### src/rtl/bcd_entry_register.sv
// -----------------------------------------------------------------------------
// bcd_entry_register
//
// Keypad digit-entry register for the calculator datapath. Keycodes arrive
// from the keypad scanner together with a level keystrobe. The strobe is
// edge-detected here, so each key press produces exactly one action,
// however long the key is held.
//
// The entry is held as DIGITS packed BCD digits. Digit keys shift in at the
// least-significant end, BACK deletes the least-significant digit and CLEAR
// empties the entry. A digit pressed while the entry is full is dropped and
// raises a sticky overflow flag. A registered blank mask suppresses leading
// zeros on the 7-segment displays.
//
// ENTER snapshots the entry and converts it to binary with one
// multiply-by-ten-and-add step per clock. The result appears DIGITS clocks
// after the capturing edge, together with a one-cycle valid pulse.
//
// Ports
//   clock        in   1                 system clock, rising-edge active
//   reset        in   1                 synchronous, active-high reset
//   digit        in   4                 keycode, valid while keystrobe is high
//   keystrobe    in   1                 level, high while a key is held
//   bcd          out  4*DIGITS          packed BCD, digit i at [4i+3:4i]
//   blank        out  DIGITS            per-digit leading-zero blank mask
//   count        out  clog2(DIGITS+1)   number of significant digits entered
//   overflow     out  1                 sticky: a digit was rejected (entry full)
//   value        out  BIN_WIDTH         last converted binary value
//   value_valid  out  1                 one-cycle pulse when value updates
//   busy         out  1                 conversion in progress
// -----------------------------------------------------------------------------
module bcd_entry_register #(
    parameter int         DIGITS     = 3,
    parameter int         BIN_WIDTH  = 10,
    parameter logic [3:0] CLEAR_CODE = 4'hE,
    parameter logic [3:0] BACK_CODE  = 4'hF,
    parameter logic [3:0] ENTER_CODE = 4'hA
) (
    input  logic                         clock,
    input  logic                         reset,
    input  logic [3:0]                   digit,
    input  logic                         keystrobe,
    output logic [4*DIGITS-1:0]          bcd,
    output logic [DIGITS-1:0]            blank,
    output logic [$clog2(DIGITS+1)-1:0]  count,
    output logic                         overflow,
    output logic [BIN_WIDTH-1:0]         value,
    output logic                         value_valid,
    output logic                         busy
);

    localparam int BCD_W  = 4 * DIGITS;
    localparam int CNT_W  = $clog2(DIGITS + 1);
    localparam int STEP_W = $clog2(DIGITS + 1);

    // An empty entry blanks every digit except digit 0, so the display
    // shows a single "0".
    localparam logic [DIGITS-1:0] BLANK_RST = ~(DIGITS'(1));

    typedef enum logic {
        S_IDLE,
        S_CONV
    } state_t;

    // -------------------------------------------------------------------------
    // Keystrobe edge detection and key decode
    // -------------------------------------------------------------------------
    logic r_strobe_d;
    logic w_key_event;
    logic w_is_numeric;
    logic w_is_digit;
    logic w_is_clear;
    logic w_is_back;
    logic w_is_enter;

    // The delayed strobe resets high: a key still held when reset is
    // released looks "already seen" and is not accepted.
    always_ff @(posedge clock) begin
        // NOTE: sequential state uses non-blocking assignments so that every
        // register samples the values from before the clock edge.
        if (reset) begin
            r_strobe_d <= 1'b1;
        end else begin
            r_strobe_d <= keystrobe;
        end
    end

    assign w_key_event  = keystrobe & ~r_strobe_d;
    assign w_is_numeric = (digit <= 4'd9);

    // Codes 0-9 are always digits. Among the command codes, CLEAR wins over
    // BACK, and BACK wins over ENTER, in case parameters collide.
    assign w_is_digit = w_key_event & w_is_numeric;
    assign w_is_clear = w_key_event & ~w_is_numeric & (digit == CLEAR_CODE);
    assign w_is_back  = w_key_event & ~w_is_numeric & (digit == BACK_CODE)
                        & ~w_is_clear;
    assign w_is_enter = w_key_event & ~w_is_numeric & (digit == ENTER_CODE)
                        & ~w_is_clear & ~w_is_back;

    // -------------------------------------------------------------------------
    // Entry register: bcd, count, overflow, blank mask
    // -------------------------------------------------------------------------
    logic [BCD_W-1:0]  r_bcd;
    logic [CNT_W-1:0]  r_count;
    logic              r_overflow;
    logic [DIGITS-1:0] r_blank;

    logic [BCD_W-1:0]  w_bcd_next;
    logic [CNT_W-1:0]  w_count_next;
    logic              w_overflow_next;
    logic [DIGITS-1:0] w_blank_next;

    always_comb begin
        // NOTE: every signal driven here gets a default first, so no path
        // leaves a value unassigned and no latch is inferred.
        w_bcd_next      = r_bcd;
        w_count_next    = r_count;
        w_overflow_next = r_overflow;

        if (w_is_clear) begin
            w_bcd_next      = '0;
            w_count_next    = '0;
            w_overflow_next = 1'b0;
        end else if (w_is_back) begin
            w_bcd_next      = r_bcd >> 4;
            w_overflow_next = 1'b0;
            if (r_count != '0) begin
                w_count_next = r_count - 1'b1;
            end
        end else if (w_is_digit) begin
            // A zero typed into an empty entry is a leading zero: drop it.
            if (!((r_count == '0) && (digit == 4'd0))) begin
                if (r_count < CNT_W'(DIGITS)) begin
                    w_bcd_next   = (r_bcd << 4) | BCD_W'(digit);
                    w_count_next = r_count + 1'b1;
                end else begin
                    w_overflow_next = 1'b1;
                end
            end
        end
    end

    // The blank mask is derived from the next count, so it is registered in
    // the same cycle as count. Digit 0 is never blanked.
    always_comb begin
        w_blank_next = '0;
        for (int i = 1; i < DIGITS; i++) begin
            w_blank_next[i] = (i >= int'(w_count_next));
        end
    end

    always_ff @(posedge clock) begin
        if (reset) begin
            r_bcd      <= '0;
            r_count    <= '0;
            r_overflow <= 1'b0;
            r_blank    <= BLANK_RST;
        end else begin
            r_bcd      <= w_bcd_next;
            r_count    <= w_count_next;
            r_overflow <= w_overflow_next;
            r_blank    <= w_blank_next;
        end
    end

    // -------------------------------------------------------------------------
    // Conversion control FSM
    // -------------------------------------------------------------------------
    state_t            r_state;
    state_t            w_state_next;
    logic              w_busy;
    logic              w_conv_start;
    logic              w_conv_last;
    logic [STEP_W-1:0] r_step;

    always_ff @(posedge clock) begin
        if (reset) begin
            r_state <= S_IDLE;
        end else begin
            r_state <= w_state_next;
        end
    end

    // ENTER is only honoured from IDLE, so an ENTER during a conversion is
    // dropped rather than queued or restarting the conversion.
    always_comb begin
        w_state_next = r_state;
        w_busy       = 1'b0;
        w_conv_start = 1'b0;
        w_conv_last  = 1'b0;

        case (r_state)
            S_IDLE: begin
                if (w_is_enter) begin
                    w_conv_start = 1'b1;
                    w_state_next = S_CONV;
                end
            end
            S_CONV: begin
                w_busy = 1'b1;
                if (r_step == STEP_W'(DIGITS - 1)) begin
                    w_conv_last  = 1'b1;
                    w_state_next = S_IDLE;
                end
            end
            default: begin
                w_state_next = S_IDLE;
            end
        endcase
    end

    // -------------------------------------------------------------------------
    // Conversion datapath
    // -------------------------------------------------------------------------
    // The conversion works on a private snapshot, so digit, BACK and CLEAR
    // keys may edit the live entry while it runs.
    logic [BCD_W-1:0]     r_snap;
    logic [BIN_WIDTH-1:0] r_acc;
    logic [BIN_WIDTH-1:0] r_value;
    logic                 r_value_valid;
    logic [3:0]           w_msd;
    logic [BIN_WIDTH-1:0] w_acc_next;

    assign w_msd = r_snap[BCD_W-1 -: 4];

    // Horner step, truncated to BIN_WIDTH bits.
    assign w_acc_next = (r_acc * BIN_WIDTH'(10)) + BIN_WIDTH'(w_msd);

    always_ff @(posedge clock) begin
        if (reset) begin
            r_snap        <= '0;
            r_acc         <= '0;
            r_step        <= '0;
            r_value       <= '0;
            r_value_valid <= 1'b0;
        end else begin
            r_value_valid <= 1'b0;
            if (w_conv_start) begin
                r_snap <= r_bcd;
                r_acc  <= '0;
                r_step <= '0;
            end else if (w_busy) begin
                r_acc  <= w_acc_next;
                r_snap <= r_snap << 4;
                r_step <= r_step + 1'b1;
                // The last step's sum goes straight to value, so the
                // result lands DIGITS clocks after the capturing edge.
                if (w_conv_last) begin
                    r_value       <= w_acc_next;
                    r_value_valid <= 1'b1;
                end
            end
        end
    end

    // -------------------------------------------------------------------------
    // Outputs
    // -------------------------------------------------------------------------
    assign bcd         = r_bcd;
    assign blank       = r_blank;
    assign count       = r_count;
    assign overflow    = r_overflow;
    assign value       = r_value;
    assign value_valid = r_value_valid;
    assign busy        = w_busy;

endmodule

### config.mk
export PLATFORM = sky130hd
export DESIGN_NAME = bcd_entry_register
export DESIGN_NICKNAME = d
export VERILOG_FILES = /design/src/rtl/bcd_entry_register.sv
export SDC_FILE = /design/constraint.sdc
export NUM_CORES = 1
export LEC_CHECK = 0
export CORE_MARGIN = 1
export CORE_UTILIZATION = 38
export DETAILED_ROUTE_END_ITERATION = 10
export SLEW_MARGIN = 25
export SYNTH_ARGS = -nofsm -noshare
export SYNTH_HDL_FRONTEND = slang
export SYNTH_SLANG_ARGS = --single-unit
export TNS_END_PERCENT = 10
### constraint.sdc
create_clock -name clock -period 2.74 [get_ports clock]
set_input_delay 0.274 -clock clock [delete_from_list [all_inputs] [get_ports clock]]
set_output_delay 0.274 -clock clock [all_outputs]
set_load 0.05 [all_outputs]
======== Word level (Yosys, flattened, before mapping) ========
Cells that the tools add are included.
storage, ports and cells
  output and inout bits ................... 30
  register bits after elaboration ......... 55
  word-level logic and storage cells ...... 81
operators by class
  order comparisons ....................... 4
  bitwise operators ....................... 19
  reductions and logical operators ........ 15
  equal/unequal tests ..................... 5
  $add $sub $neg .......................... 4
  multiplexer cells ....................... 20
  multiply operators ...................... 1
operator list
  kind                                                                   number
  8-bit two-way mux                                                      4
  12-bit two-way mux                                                     2
  4-bit equality test (second input constant)                            3
  2-bit two-way mux                                                      6
  12-bit by 4-bit OR with 12-bit output                                  1
  3-bit AND reduction                                                    4
  10-bit by 4-bit adder with 10-bit output                               1
  10-bit by 3-bit multiplier with 9-bit output (second input constant)   1
  1-bit AND                                                              9
  1-bit inverter                                                         9
  2-bit nonzero test                                                     4
  1-bit two-way mux                                                      7
  3-bit OR reduction                                                     2
  2-bit by 1-bit adder with 2-bit output (second input constant)         2
  4-bit <= comparator (second input constant)                            1
  4-bit zero test                                                        1
  2-bit OR reduction                                                     2
  2-bit equality test (second input constant)                            1
  1-bit by 2-bit >= comparator with 1-bit output (first input constant)  1
  2-bit >= comparator (first input constant)                             1
  2-bit zero test                                                        1
  2-bit less-than comparator (second input constant)                     1
  2-bit inequality test (second input constant)                          1
  1-bit case mux with 2 select lines                                     1
  other kinds (2)                                                        2

======== Longest topological paths before layout ========
  depth in word-level cells ............... 12
  depth in mapped cells ................... 10

======== Least setup slack after synthesis ========
OpenSTA, ideal clock, no wires.
  path kind ............................... reg-to-reg
  from .................................... register r_acc[1]
  to ...................................... register r_value[9] (netlist: value[9])
  period minus slack after synthesis ...... 2580 ps
  data required time ...................... 2661 ps
  path buffers ............................ 0
  path slack .............................. 160 ps
  arrival time ............................ 2501 ps
  cell stages (with the launch flop) ...... 10
  cells stage by stage .................... dfxtp_1 -> ha_1 -> ha_1 -> inv_1 -> fa_1 -> xnor2_2 -> or3b_4 -> nor3_2 -> xnor3_1 -> a211oi_2
between the ends
  cells in the longest elaborated chain, start to end .. 2
ends and longest elaborated chain
  item                                          line  RTL
  start: declaration                            218   logic [BIN_WIDTH-1:0] r_acc;
  start signal: assignment                      243   r_acc <= w_acc_next;
  10-bit by 3-bit multiplier with 9-bit output  227   assign w_acc_next = (r_acc * BIN_WIDTH'(10)) + BIN_WIDTH'(w_msd);
  10-bit by 4-bit adder with 10-bit output      227
  end signal: assignment                        249   r_value <= w_acc_next;
  end: declaration                              219   logic [BIN_WIDTH-1:0] r_value;
Every way passes these cells.
A chain may end at the register's enable or synchronous reset.

======== Worst setup path after layout ========
Ends and elaborated chain as after synthesis.

==> flow_metrics.tcl <==
set metrics [dict create \
    avgRoutedWirePerCell_um 13.38 \
    gr-total-overflow 0 \
    timing.critical_path.fanout_max 4 \
    clk_path_buf_depth 2 \
    period_minus_slack_ns 2.536 \
    ant_nets 0 \
    clk-insertion-delay-late_ns 0.31 \
    fin_skew_ns 0.007959 \
    fmax_mhz 394.3 \
    postRouteWirelength_um 5393 \
    run_status "finished clean" \
    num_antenna_cells 0 \
    post-route-drc-count 0 \
    netlist_area_sq_um 2580 \
    setup_violations 0 \
    grt_max_degree 41 \
    cts.hold.buffers_added 0 \
    final_critical_path_setup_slack_ns 0.2036 \
    synth.top_cells.by_area "sky130_fd_sc_hd__dfxtp_1 41%, sky130_fd_sc_hd__ha_1 7.3%, sky130_fd_sc_hd__mux2i_1 6.6%" \
    die_width_um 84.40 \
    synth_async_sr_flop_share 0 \
    cts.root.buffer_cell "sky130_fd_sc_hd__clkbuf_8" \
    hold_slack_ns 0.4602 \
    fin_crit_sh 0.9257 \
    met2_length_um 2528 \
    total_core_area_sq_um 6459 \
    worstMarginPinSlew_ns 0.6082 \
    netlist.area_leader.share 0.4113 \
    clkSlewWorstSetupHoldPaths_ns 0.09 \
    detail_route.first_pass.iterations 5 \
    cp.arrival_ns 2.77 \
    synth_area_leader_cell "sky130_fd_sc_hd__dfxtp_1" \
    buffer_ports.inserted 35 \
    timing.critical_path.to_type "flop" \
    count_of_flip_flops_with_a_built_in_enable_after_synthesis 0 \
    power_density_nw_per_um2 434.2 \
    start_util 0.3995 \
    flow.area_growth_from_synthesis_pct 20.03 \
    post_synth_num_cell_types 45 \
    netlist_instances 292 \
    dominantRegCellSynth "sky130_fd_sc_hd__dfxtp_1" \
    nets 349 \
    detailroute.via_count 2055 \
    global_route_wire_length_before_repair_um 8963 \
    wl_met3_um 140 \
    cp-start-kind "flop" \
    avgViaCountPerCell 5.099 \
    worst_hold_path_type "reg2reg" \
    yosysSeqAreaShare 0.4113 \
    tritoncts_clock_tree "done" \
    synth.net_count 316 \
    floorplan.io_pins 37 \
    floorplan.die_area_sq_um 7123 \
    uppermost_routed_layer "met4" \
    number_of_antenna_violations_at_the_first_check_in_global_routing 0 \
    placer_s_final_routability_congestion_estimate 0.7788 \
    grt_pass1_vias 1940 \
    detailedPlace.worstSlack_ns 0.04632 \
    core.rowCount 29 \
    cp_data_required_time_ns 2.98 \
    grt.total_usage 0.1591 \
    yosys_warnings 0 \
    slew_violations 0 \
    hold_viol_final 0 \
    drt_first_iter_violations 62 \
    vdd.ir_drop.worst_v 0.0002497 \
    setup-tns-final_ns 0 \
    clock_tree.htree_level_count 2 \
    slew_headroom 0.5937 \
    die_height_um 84.40 \
    detailedPlacementHpwl_um 3790 \
    synth_seq_cells 53 \
    drive_gt1_frac 0.07362 \
    crit_type "reg2reg" \
    power.leakage_uw 0.001246 \
    unrepaired_setup_endpoints_after_global_routing "false" \
    max-cap-violations 0 \
    cts_buffers 5 \
    routedLengthMet1_um 2637 \
    total_number_of_clock_tree_sinks 53 \
    syn_area_per_cell_sq_um 8.836 \
]
==> critical path, stage by stage (launching register included) <==
cell and delay (ns):
sky130_fd_sc_hd__dfxtp_1 0.35, sky130_fd_sc_hd__ha_1 0.30, sky130_fd_sc_hd__ha_1 0.21, sky130_fd_sc_hd__inv_1 0.07
sky130_fd_sc_hd__fa_2 0.46, sky130_fd_sc_hd__or3b_4 0.43, sky130_fd_sc_hd__nor3_2 0.20, sky130_fd_sc_hd__xnor3_1 0.24
sky130_fd_sc_hd__a211oi_2 0.21
==> layout make-up <==
cell class              count  area [sq um]
fillers                   653          3362
multi-input cells         212          1390
flip-flops and latches     53          1061
repair buffers             43         410.4
clock buffers               7         96.34
well taps                  77         96.34
inverters                  10         37.54
clock inverters             1         5.005
==> placed cells by master (no fill, tap or decap), types with 3 or more instances in the layout <==
cell type / netlist / layout
sky130_fd_sc_hd__a211oi_1: 14 / 14
sky130_fd_sc_hd__a21oi_1: 26 / 26
sky130_fd_sc_hd__buf_4: 1 / 8
sky130_fd_sc_hd__clkbuf_8: 0 / 7
sky130_fd_sc_hd__clkdlybuf4s50_1: 0 / 35
sky130_fd_sc_hd__dfxtp_1: 53 / 53
sky130_fd_sc_hd__ha_1: 15 / 15
sky130_fd_sc_hd__inv_1: 10 / 10
sky130_fd_sc_hd__mux2i_1: 17 / 17
sky130_fd_sc_hd__nand2_1: 30 / 30
sky130_fd_sc_hd__nand3_1: 9 / 9
sky130_fd_sc_hd__nor2_1: 43 / 43
sky130_fd_sc_hd__nor3_1: 9 / 9
sky130_fd_sc_hd__o21ai_1: 3 / 3
sky130_fd_sc_hd__xnor2_1: 10 / 10
==> synth_stat cells (all sizes together) (2+ instances only) <==
| library cell | n |
|---|---|
| xor2 | 2 |
| a21o | 2 |
| a32oi | 2 |
| nand2 | 30 |
| mux2i | 17 |
| nor3 | 10 |
| a21oi | 26 |
| nor2 | 43 |
| nor4 | 2 |
| o21bai | 2 |
| xnor2 | 11 |
| clkbuf | 11 |
| buf | 5 |
| dfxtp | 53 |
| and2 | 2 |
| inv | 10 |
| fa | 2 |
| nand3 | 10 |
| o21ai | 5 |
| ha | 15 |
| a211oi | 15 |
==> path summary, 6_finish.rpt <==
kind	start	cells past startpoint	to	slack, ns
hold / removal	value[0]	2	value[0]	0.46
setup / recovery	r_acc[1]	8	value[9]	0.20
hold reg to reg	value[0]	2	value[0]	0.46
setup reg to reg	r_acc[1]	8	value[9]	0.20
==> where the power goes <==
group / internal [uW] / total (uW) / switching, uW
Clock: 229 / 483 / 254
Sequential: 775 / 780 / 5.61
Combinational: 30.1 / 81.6 / 51.5
==> metrics by stage <==
step	area, sq um	total power, uW	utilization	instances
finish	3097	1345	0.4795	403
global placement	2985	880.2	0.4622	394
floorplan	2580	851.1	-	292
global route	3097	1400	0.4795	403
CTS	3087	1366	0.4779	402
detailed placement	2985	880.3	0.4622	394
==> what timing repair did <==
| item | 4_1_cts | 5_1_grt |
|---|---|---|
| resized for setup | 0 | 1 |
| buffers inserted | 0 | 1 |
| setup endpoints to repair | 0 | 1 |
==> logic make-up after synthesis <==
logic type	synth area share
AO/OA/AOI/OAI	0.1358
multiplexers	0.07032
XOR/XNOR	0.05577
adder cells (fa/ha/maj)	0.08826
other	0.001454
AND/OR/NAND/NOR	0.1862
flip-flops	0.4113
buffers and inverters	0.05092
==> registers in the layout, summed over array words and instances, names as in the netlist <==
register     cells
r_acc            9
blank            2
overflow         1
value           10
r_strobe_d       1
count            2
value_valid      1
r_state          1
r_snap          12
r_step           2
bcd             12
==> metal layers <==
layer	up-vias	GRT usage
li1	1066	-
met1	951	0.2006
met2	30	0.2712
met3	8	0.02655
met4	0	0.06471
met5	-	0
Power figures use the tool's default switching activity.
